**src/rtl/mem_arbiter_pkg.sv**
```systemverilog
// ----------------------------------------------------------------------------
// mem_arbiter_pkg
// Shared definitions for the main-memory arbiter: FSM state encoding,
// transaction owner encoding and the cache-line offset width.
// No ports (package).
// ----------------------------------------------------------------------------
package mem_arbiter_pkg;

   // 16-byte lines: the low 4 address bits select a byte within the line
   localparam int LINE_OFFSET_W = 4;

   typedef enum logic [1:0] {
      ST_IDLE = 2'd0,
      ST_MEM  = 2'd1,
      ST_RESP = 2'd2
   } state_t;

   typedef enum logic {
      OWN_I = 1'b0,
      OWN_D = 1'b1
   } owner_t;

endpackage

```
**src/rtl/mem_arbiter_if.sv**
```systemverilog
// ----------------------------------------------------------------------------
// mem_arbiter_if
// Bundles the instruction-cache, data-cache and main-memory handshakes seen
// by the arbiter.
//   slave  : the arbiter's view (takes cache requests and memory responses,
//            produces acks, returned lines and the memory request).
//   master : the environment's view (caches and main memory).
// Signals:
//   i_req/i_addr, i_ack/i_rdata                 instruction-side line reads
//   d_req/d_we/d_addr/d_wdata, d_ack/d_rdata    data-side reads/writebacks
//   err                                         timeout flag, pulses with ack
//   mem_req/mem_we/mem_addr/mem_wdata           memory request
//   mem_ready/mem_rdata                         memory completion
// ----------------------------------------------------------------------------
interface mem_arbiter_if #(
   parameter int ADDR_W = 32,
   parameter int LINE_W = 128
);
   logic              i_req;
   logic [ADDR_W-1:0] i_addr;
   logic              i_ack;
   logic [LINE_W-1:0] i_rdata;
   logic              d_req;
   logic              d_we;
   logic [ADDR_W-1:0] d_addr;
   logic [LINE_W-1:0] d_wdata;
   logic              d_ack;
   logic [LINE_W-1:0] d_rdata;
   logic              err;
   logic              mem_req;
   logic              mem_we;
   logic [ADDR_W-1:0] mem_addr;
   logic [LINE_W-1:0] mem_wdata;
   logic              mem_ready;
   logic [LINE_W-1:0] mem_rdata;

   modport slave (
      input  i_req, i_addr, d_req, d_we, d_addr, d_wdata, mem_ready, mem_rdata,
      output i_ack, i_rdata, d_ack, d_rdata, err, mem_req, mem_we, mem_addr, mem_wdata
   );

   modport master (
      output i_req, i_addr, d_req, d_we, d_addr, d_wdata, mem_ready, mem_rdata,
      input  i_ack, i_rdata, d_ack, d_rdata, err, mem_req, mem_we, mem_addr, mem_wdata
   );
endinterface

```
**src/rtl/mem_arbiter.sv**
```systemverilog
// ----------------------------------------------------------------------------
// mem_arbiter
// Round-robin arbiter putting instruction-side line refills and data-side
// line refills/writebacks onto a single main-memory port, one full-line
// transaction at a time, with a watchdog that ends transactions the memory
// never completes.
// Ports:
//   clock : rising-edge clock
//   reset : asynchronous active-low reset
//   bus   : mem_arbiter_if.slave (cache handshakes + memory port)
// Parameters:
//   ADDR_W  : byte address width
//   LINE_W  : cache line width in bits
//   TIMEOUT : max MEM cycles waiting for mem_ready (0 disables the watchdog)
// ----------------------------------------------------------------------------
module mem_arbiter
   import mem_arbiter_pkg::*;
#(
   parameter int ADDR_W  = 32,
   parameter int LINE_W  = 128,
   parameter int TIMEOUT = 64
) (
   input  logic          clock,
   input  logic          reset,
   mem_arbiter_if.slave  bus
);

   localparam int TMR_W = (TIMEOUT > 2) ? $clog2(TIMEOUT) : 1;
   localparam logic [TMR_W-1:0]  TMR_LAST = TMR_W'(TIMEOUT - 1);
   localparam logic [ADDR_W-1:0] OFF_MASK = ADDR_W'((1 << LINE_OFFSET_W) - 1);

   state_t            r_state, w_state;
   owner_t            r_owner, w_owner;
   owner_t            r_last,  w_last;
   logic [TMR_W-1:0]  r_timer, w_timer;
   logic              r_mem_req,   w_mem_req;
   logic              r_mem_we,    w_mem_we;
   logic [ADDR_W-1:0] r_mem_addr,  w_mem_addr;
   logic [LINE_W-1:0] r_mem_wdata, w_mem_wdata;
   logic              r_i_ack,     w_i_ack;
   logic              r_d_ack,     w_d_ack;
   logic              r_err,       w_err;
   logic [LINE_W-1:0] r_i_rdata,   w_i_rdata;
   logic [LINE_W-1:0] r_d_rdata,   w_d_rdata;
   logic              w_grant_d;
   logic              w_timeout;

   // Watchdog fires on the TIMEOUT-th MEM cycle; a coincident mem_ready wins.
   assign w_timeout = (TIMEOUT != 0) && (r_timer == TMR_LAST);

   always_comb begin
      w_state     = r_state;
      w_owner     = r_owner;
      w_last      = r_last;
      w_timer     = r_timer;
      w_mem_req   = r_mem_req;
      w_mem_we    = r_mem_we;
      w_mem_addr  = r_mem_addr;
      w_mem_wdata = r_mem_wdata;
      // ack, err and returned lines are single-cycle pulses
      w_i_ack     = 1'b0;
      w_d_ack     = 1'b0;
      w_err       = 1'b0;
      w_i_rdata   = '0;
      w_d_rdata   = '0;
      // Data wins if alone, or on a conflict when instruction went last
      w_grant_d   = bus.d_req & (~bus.i_req | (r_last == OWN_I));

      case (r_state)
         ST_IDLE: begin
            if (bus.i_req | bus.d_req) begin
               w_state     = ST_MEM;
               w_owner     = w_grant_d ? OWN_D : OWN_I;
               w_last      = w_owner;
               w_timer     = '0;
               w_mem_req   = 1'b1;
               w_mem_we    = w_grant_d & bus.d_we;
               w_mem_addr  = (w_grant_d ? bus.d_addr : bus.i_addr) & ~OFF_MASK;
               w_mem_wdata = w_grant_d ? bus.d_wdata : '0;
            end
         end
         ST_MEM: begin
            if (bus.mem_ready | w_timeout) begin
               w_state     = ST_RESP;
               w_mem_req   = 1'b0;
               w_mem_we    = 1'b0;
               w_mem_addr  = '0;
               w_mem_wdata = '0;
               w_err       = ~bus.mem_ready;
               if (r_owner == OWN_D) begin
                  w_d_ack = 1'b1;
                  if (bus.mem_ready && !r_mem_we) w_d_rdata = bus.mem_rdata;
               end else begin
                  w_i_ack = 1'b1;
                  if (bus.mem_ready) w_i_rdata = bus.mem_rdata;
               end
            end else begin
               w_timer = r_timer + TMR_W'(1);
            end
         end
         ST_RESP: begin
            w_state = ST_IDLE;
            w_timer = '0;
         end
         default: w_state = ST_IDLE;
      endcase
   end

   always_ff @(posedge clock or negedge reset) begin
      if (!reset) begin
         r_state     <= ST_IDLE;
         r_owner     <= OWN_I;
         r_last      <= OWN_I;
         r_timer     <= '0;
         r_mem_req   <= 1'b0;
         r_mem_we    <= 1'b0;
         r_mem_addr  <= '0;
         r_mem_wdata <= '0;
         r_i_ack     <= 1'b0;
         r_d_ack     <= 1'b0;
         r_err       <= 1'b0;
         r_i_rdata   <= '0;
         r_d_rdata   <= '0;
      end else begin
         r_state     <= w_state;
         r_owner     <= w_owner;
         r_last      <= w_last;
         r_timer     <= w_timer;
         r_mem_req   <= w_mem_req;
         r_mem_we    <= w_mem_we;
         r_mem_addr  <= w_mem_addr;
         r_mem_wdata <= w_mem_wdata;
         r_i_ack     <= w_i_ack;
         r_d_ack     <= w_d_ack;
         r_err       <= w_err;
         r_i_rdata   <= w_i_rdata;
         r_d_rdata   <= w_d_rdata;
      end
   end

   assign bus.mem_req   = r_mem_req;
   assign bus.mem_we    = r_mem_we;
   assign bus.mem_addr  = r_mem_addr;
   assign bus.mem_wdata = r_mem_wdata;
   assign bus.i_ack     = r_i_ack;
   assign bus.d_ack     = r_d_ack;
   assign bus.err       = r_err;
   assign bus.i_rdata   = r_i_rdata;
   assign bus.d_rdata   = r_d_rdata;

endmodule

```
**src/flat_wrapper.sv**
```systemverilog
// flat-port wrapper written by rule: the top's interface ports become plain ports
module mem_arbiter_flat import mem_arbiter_pkg::*;
#(
   parameter int ADDR_W  = 32,
   parameter int LINE_W  = 128,
   parameter int TIMEOUT = 64
)
  (clock, reset, bus_i_req, bus_i_addr, bus_d_req, bus_d_we, bus_d_addr, bus_d_wdata, bus_mem_ready, bus_mem_rdata, bus_i_ack, bus_i_rdata, bus_d_ack, bus_d_rdata, bus_err, bus_mem_req, bus_mem_we, bus_mem_addr, bus_mem_wdata);
  mem_arbiter_if #(.ADDR_W(ADDR_W), .LINE_W(LINE_W)) bus_i ();
  input  logic clock;
  input  logic reset;
  input wire logic [$bits(bus_i.i_req)-1:0] bus_i_req;
  input wire logic [$bits(bus_i.i_addr)-1:0] bus_i_addr;
  input wire logic [$bits(bus_i.d_req)-1:0] bus_d_req;
  input wire logic [$bits(bus_i.d_we)-1:0] bus_d_we;
  input wire logic [$bits(bus_i.d_addr)-1:0] bus_d_addr;
  input wire logic [$bits(bus_i.d_wdata)-1:0] bus_d_wdata;
  input wire logic [$bits(bus_i.mem_ready)-1:0] bus_mem_ready;
  input wire logic [$bits(bus_i.mem_rdata)-1:0] bus_mem_rdata;
  output wire logic [$bits(bus_i.i_ack)-1:0] bus_i_ack;
  output wire logic [$bits(bus_i.i_rdata)-1:0] bus_i_rdata;
  output wire logic [$bits(bus_i.d_ack)-1:0] bus_d_ack;
  output wire logic [$bits(bus_i.d_rdata)-1:0] bus_d_rdata;
  output wire logic [$bits(bus_i.err)-1:0] bus_err;
  output wire logic [$bits(bus_i.mem_req)-1:0] bus_mem_req;
  output wire logic [$bits(bus_i.mem_we)-1:0] bus_mem_we;
  output wire logic [$bits(bus_i.mem_addr)-1:0] bus_mem_addr;
  output wire logic [$bits(bus_i.mem_wdata)-1:0] bus_mem_wdata;
  assign bus_i.i_req = bus_i_req;
  assign bus_i.i_addr = bus_i_addr;
  assign bus_i.d_req = bus_d_req;
  assign bus_i.d_we = bus_d_we;
  assign bus_i.d_addr = bus_d_addr;
  assign bus_i.d_wdata = bus_d_wdata;
  assign bus_i.mem_ready = bus_mem_ready;
  assign bus_i.mem_rdata = bus_mem_rdata;
  assign bus_i_ack = bus_i.i_ack;
  assign bus_i_rdata = bus_i.i_rdata;
  assign bus_d_ack = bus_i.d_ack;
  assign bus_d_rdata = bus_i.d_rdata;
  assign bus_err = bus_i.err;
  assign bus_mem_req = bus_i.mem_req;
  assign bus_mem_we = bus_i.mem_we;
  assign bus_mem_addr = bus_i.mem_addr;
  assign bus_mem_wdata = bus_i.mem_wdata;
  mem_arbiter #(.ADDR_W(ADDR_W), .LINE_W(LINE_W), .TIMEOUT(TIMEOUT)) u_core (.clock(clock), .reset(reset), .bus(bus_i));
endmodule
```
**config.mk**
```make
export PLATFORM = sky130hd
export DESIGN_NAME = mem_arbiter_flat
export DESIGN_NICKNAME = d
export VERILOG_FILES = /design/src/rtl/mem_arbiter_pkg.sv /design/src/rtl/mem_arbiter_if.sv /design/src/rtl/mem_arbiter.sv /design/src/flat_wrapper.sv
export SDC_FILE = /design/constraint.sdc
export NUM_CORES = 1
export LEC_CHECK = 0
export CAP_MARGIN = 20
export CORE_AREA = 2 2 288 290
export CTS_BUF_LIST = sky130_fd_sc_hd__clkbuf_2
export DETAILED_ROUTE_END_ITERATION = 6
export DIE_AREA = 0 0 290 292
export PLACE_DENSITY = 0.44
export SLEW_MARGIN = 20
export SYNTH_ARGS = -nofsm -noshare
export SYNTH_HDL_FRONTEND = slang
export SYNTH_SLANG_ARGS = --single-unit
```
**constraint.sdc**
```tcl
create_clock -name clock -period 5.74 [get_ports clock]
set_clock_uncertainty 0.2 [all_clocks]
set_input_delay 1.148 -clock clock [delete_from_list [all_inputs] [get_ports clock]]
set_output_delay 1.148 -clock clock [all_outputs]
set_load 0.01 [all_outputs]
```
== Word-level counts from Yosys, hierarchy flattened ==
Index checks and enable logic that the tools add are counted.

* Add/subtract/negate cells: 1
* Shift-type cells: 0
* Muxes and demuxes: 36
* Divide/modulo/power cells: 0
* $mul: 0
* Order comparisons: 0
* Reduce and logical (&&, ||, !) cells: 9
* Equality and inequality tests: 6
* Bitwise gates (word level): 8

{| class="wikitable"
|+ Operators by type and width
! operator !! number
|-
| 2-to-1 mux 128 bit || 11
|-
| case mux 128 bit (2 select lines) || 1
|-
| 2-to-1 mux 32 bit || 3
|-
| case mux 32 bit (2 select lines) || 1
|-
| case mux 6 bit (3 select lines) || 1
|-
| 2-to-1 mux 1 bit || 12
|-
| 2-to-1 mux 6 bit || 2
|-
| adder 6 x 1 -> 6 bit (second input constant) || 1
|-
| == test 6 bit (second input constant) || 1
|-
| AND reduction 3 bit || 2
|-
| 2-to-1 mux 2 bit || 2
|-
| inequality test 2 x 1 -> 1 bit (second input constant) || 2
|-
| case mux 1 bit (2 select lines) || 2
|-
| case mux 2 bit (2 select lines) || 1
|-
| AND reduction 2 bit || 2
|-
| NOT 1 bit || 3
|-
| OR 1 bit || 3
|-
| nonzero test 3 bit || 1
|-
| bitwise AND 1 bit || 2
|-
| == test 2 x 1 -> 1 bit (second input constant) || 1
|-
| == test 2 bit (second input constant) || 1
|-
| zero test 2 bit || 1
|-
| inequality test 2 bit (second input constant) || 1
|-
| nonzero test 2 bit || 1
|-
| 2 further kinds || 2
|}

* Memories: 0
* Flip-flop bits (word level): 430
* Bits in latches: 0
* RAM bits: 0
* Bits in read-only memories: 0
* Output and inout port bits: 421
* Word-level logic and storage cells: 72

== Longest topological paths before layout ==
* Depth in word-level cells: 6
* Depth in mapped cells: 7
* Depth with buffers taken out: 5

== Worst setup path before layout ==
No wires, ideal clock.

* Path type: input to register
* Start: input port bus_d_req
* End: register u_core.r_mem_addr[11] (netlist: u_core.bus.mem_addr[11])
* Data arrival time: 2.046 ns
* Setup time: 0.130 ns
* Slack: 3.364 ns
* Required time: 5.410 ns
* Stages on the path: 5
* Buffers on the path: 2
* Path through: a21boi_0 > buf_4 > buf_2 > mux2i_1 > o2bb2ai_1

* Cells in the longest elaborated chain, start to end: 4

{| class="wikitable"
|+ RTL lines
! what !! line !! text
|-
| start: declaration || flat_wrapper.sv:14 || <nowiki>input wire logic [$bits(bus_i.d_req)-1:0] bus_d_req;</nowiki>
|-
| bitwise AND 1 bit || mem_arbiter.sv:67 || <nowiki>w_grant_d = bus.d_req & (~bus.i_req | (r_last == OWN_I));</nowiki>
|-
| 2-to-1 mux 32 bit || mem_arbiter.sv:78 || <nowiki>w_mem_addr = (w_grant_d ? bus.d_addr : bus.i_addr) & ~OFF_MASK;</nowiki>
|-
| 2-to-1 mux 32 bit || mem_arbiter.sv:71 || <nowiki>if (bus.i_req | bus.d_req) begin</nowiki>
|-
| case mux 32 bit (2 select lines) || mem_arbiter.sv:69 || <nowiki>case (r_state)</nowiki>
|-
| end signal: assignment || mem_arbiter.sv:131 || <nowiki>r_mem_addr <= w_mem_addr;</nowiki>
|-
| end: declaration || mem_arbiter.sv:38 || <nowiki>logic [ADDR_W-1:0] r_mem_addr, w_mem_addr;</nowiki>
|}

Parallel ways exist; a longest one is shown, timed or not. The select of a mux whose other input is x is not followed.
A chain may end at the register's enable or synchronous reset.

== Worst setup path after layout ==
* Start: register u_core.r_mem_we (netlist: u_core.bus.mem_we)
* End: output port bus_mem_we

{| class="wikitable"
|+ RTL lines
! what !! line !! text
|-
| start: declaration || mem_arbiter.sv:37 || <nowiki>logic r_mem_we, w_mem_we;</nowiki>
|-
| start signal: assignment || mem_arbiter.sv:130 || <nowiki>r_mem_we <= w_mem_we;</nowiki>
|-
| end: declaration || flat_wrapper.sv:26 || <nowiki>output wire logic [$bits(bus_i.mem_we)-1:0] bus_mem_we;</nowiki>
|}

No word-level cell between the ends.

==> summary by stage <==
Outcome
The run finished with clean final reports.

Floorplan
The area enclosed by the die boundary is 84700 um^2. The total number of placement rows is 105. In this run the vertical extent of the chip is 292 um. The floorplan step set the die width to 290 um.

The initial core utilization is between 10% and 20%. The count of pins on the block boundary is between 700 and 800. The area of the core is around 82000 um^2.

Power
For this design the static power due to leakage is between 10 and 15 nW. The worst-case IR drop observed on VDD is roughly 0.14 mV. The total power after layout is around 8.7 mW. The power per cell area is about 360 nW/um^2.

Route
The first-iteration detailed-routing DRC count is 360. The detailed-route DRC error count is 0. The average wire length per cell after detail routing is approximately 19 um.

The number of optimization iterations in the first detailed-route pass is 4. Summed over all layers, the routed wires come to 56000 um. In this run the remaining antenna-violating nets after routing total 0. The detailed router placed approximately 11000 vias in this run.

In the routed layout, each cell is associated on average with a via count of about 3.8.

Clock tree
The number of gates given a new drive strength after cts is 0. The H-tree generated during clock tree synthesis spans 3 levels. Clock tree synthesis selected as its root buffer the cell clkbuf_2. Counting the buffers created by CTS gives 120. The CTS tree is done.

The clock input transition at the sequential cells of the worst setup and hold paths is ~80 ps. The clock drives ~430 sinks. Buffers added to address setup during post-CTS repair amount to 0. Buffers inserted to repair hold after CTS numbered 1. At the later pin of the worst-skew pair, clock insertion delay measures 1110 ps.

The maximum clock path buffer count is 3.

Setup path
The signal on the critical path passes through clkdlybuf4s50_1. The critical path arrival is between 2000 and 2500 ps. The number of buffer and inverter instances along the worst setup path is 1. The endpoint required time on the critical path is 4390 ps. The critical path in this run is classified as reg2out. STA classifies the critical path endpoint as an output pin. The library cell contributing the largest single delay on the critical path is clkdlybuf4s50_1. Along the worst path, the maximum fanout reaches 3. For this run, the slowest stage of the critical path takes ~750 ps. The worst setup path is launched from a register.

The family with the most delay on the worst path is buffers and inverters.

Placed design
The count of input and output buffers is 734. The worst slack after detailed placement is roughly 1900 ps. Detailed placement finished with a half-perimeter wire length of roughly 40000 um. Routability-driven placement finished with a final weighted congestion of around 0.78.

Layout
The synthesis-to-finish area growth is 65.5%. The post-layout utilization of the core is about 30%. The filler cells instantiated in the layout total roughly 8400. The post-route netlist has between 10% and 20% of its cells at a drive strength greater than 1.

The final net count is 2122.

Synthesis
Summing every instance area after synthesis gives 14600 um^2. The synthesized area per cell is around 15 um^2. The cell count after synthesis is 990. The number of different library cells in the post-synthesis netlist is 36. The total number of yosys warnings is 0. Ranked by total cell area, the synthesized netlist is headed by dfrtp_1, and2_1, a22o_1, mux2i_1, o2bb2ai_1. After synthesis the netlist holds a flip-flop and latch count of around 430. The portion of the post-synthesis area used by sequential elements is 72.8%.

Summed over all instances, the cell type with the most area after synthesis is dfrtp_1. The top cell type by area accounts for roughly 73% of the synthesized area.

Global route
The global routing usage summed across all routing layers is 13.0%. The initial antenna violation count was 9. Entering global routing, the biggest net connects between 100 and 150 pins. The first global-routing pass estimated between 80000 and 90000 um of wire. The via count of the first global-routing pass is between 10000 and 15000. The aggregate global routing overflow is 0.

Timing
Static timing analysis puts the maximum clock frequency at around 280 MHz. The final max-slew violation count is 0. The number of endpoints with negative hold slack in the final report was 0.

Hold timing on the final database bottoms out at a slack of about 300 ps. Once routing completed, OpenROAD measured the worst setup slack at between 2000 and 2500 ps. Headroom to the max-slew limit came out at about 46%. The number of endpoints failing setup at the final stage is 0. The post-layout minimum cycle time is 3600 ps. Setup repair after global routing left no endpoint under its margin. The final sum of negative setup slack is 0 ps. The actual slew at the worst max-slew pin is 813 ps. The final period utilization is a little over three fifths.

Worst hold path
The min-delay analysis places its worst path in the category reg2reg.

Run
Across the run, the number of max-cap violations was 0.
## layer usage
layer,routed length (um),GRT usage [%]
met5,71,0
met4,1870,5.42
met3,5470,6.13
met2,28400,22.8
met1,20100,13.3
## cells in the final DEF (no fill, tap or decap), drive strengths merged, types with 3 or more instances in the layout
cell             n
nand2            4
o2bb2ai         29
clkinv          39
dfrtp          426
conb             4
and3             3
a21oi            4
inv              4
nor2             8
nor3             6
clkbuf         169
clkdlybuf4s50  733
and2           257
a22o           130
diode            4
buf             16
nand3            4
mux2i           28
## Yosys cell counts
master	instances
a21boi_0	1
nand2_2	1
a211oi_1	1
o2bb2ai_1	29
o21ai_1	1
a221o_1	1
a22o_1	130
buf_6	12
a32o_1	1
nor2_1	8
ha_1	1
buf_2	26
and3_1	3
conb_1	1
buf_1	2
nand3_1	4
and2_1	257
and4b_1	1
a21oi_1	4
a21o_1	1
mux2i_1	28
dfrtp_1	426
nor2b_1	2
buf_4	7
nor3b_1	1
a211o_1	1
o311a_1	1
nand2b_1	1
o31ai_1	1
nor3_1	6
nand2_1	3
nor3b_2	1
o21ai_0	1
inv_1	2
a31oi_1	1
clkbuf_1	23
## where the power goes
| part | switching (mW) | internal [mW] | total (mW) | leakage (nW) |
|---|---|---|---|---|
| sequential | 0.279 | 3.54 | 3.82 | 5.78 |
| clock | 1.33 | 0.847 | 2.18 | 0.798 |
| combinational | 1.23 | 1.48 | 2.71 | 4.35 |
## state kept, by name (all words and copies together), names as in the netlist
register / flops
u_core.r_timer: 6
u_core.bus.d_ack: 1
u_core.bus.mem_addr: 28
u_core.bus.err: 1
u_core.bus.i_ack: 1
u_core.r_owner: 1
u_core.r_state: 2
u_core.bus.d_rdata: 128
u_core.bus.mem_wdata: 128
u_core.bus.mem_req: 1
u_core.bus.i_rdata: 128
u_core.bus.mem_we: 1
## through the flow
| stage | instance area [um^2] | std cells |
|---|---|---|
| after global placement | 23100 | 2741 |
| after CTS | 24200 | 2956 |
| after detailed placement | 23200 | 2742 |
| final | 24200 | 2960 |
| after global routing | 24200 | 2958 |
| after floorplan | 14700 | 993 |
## area by class of cell
cell class,count,area [um^2],area share (%)
Sequential cell,426,10700,44.0
Timing Repair Buffer,750,7530,31.1
Multi-Input combinational cell,495,3630,15.0
Tap cell,1070,1340,5.52
Clock buffer,169,846,3.49
Clock inverter,44,214,0.883
Antenna cell,4,10.0,0.0413
Inverter,2,7.51,0.0310
## worst paths after layout
check	from	end	slack, ps	cells after the start
setup reg to reg	u_core.r_state[0]	u_core.bus.d_rdata[43]	3020	5
max in group asynchronous	reset	u_core.bus.d_rdata[15]	3590	3
hold reg to reg	u_core.bus.mem_addr[4]	u_core.bus.mem_addr[4]	290	1
hold / removal	u_core.bus.mem_addr[4]	u_core.bus.mem_addr[4]	290	1
setup / recovery	u_core.bus.mem_we	bus_mem_we	2140	1
min in group asynchronous	reset	u_core.bus.d_rdata[20]	460	2
## logic make-up (layout without fill, tap and decap cells)
logic type	count (synthesis)	count (layout)	share of synthesized area, %
flops	426	426	72.8
simple gates	288	288	12.1
compound gates	174	174	10.2
buf+inv	72	965	2.86
mux	28	28	1.91
fa+ha+maj	1	1	0.0854
other cells	1	8	0.0256
(Power assumes the default switching activity.)
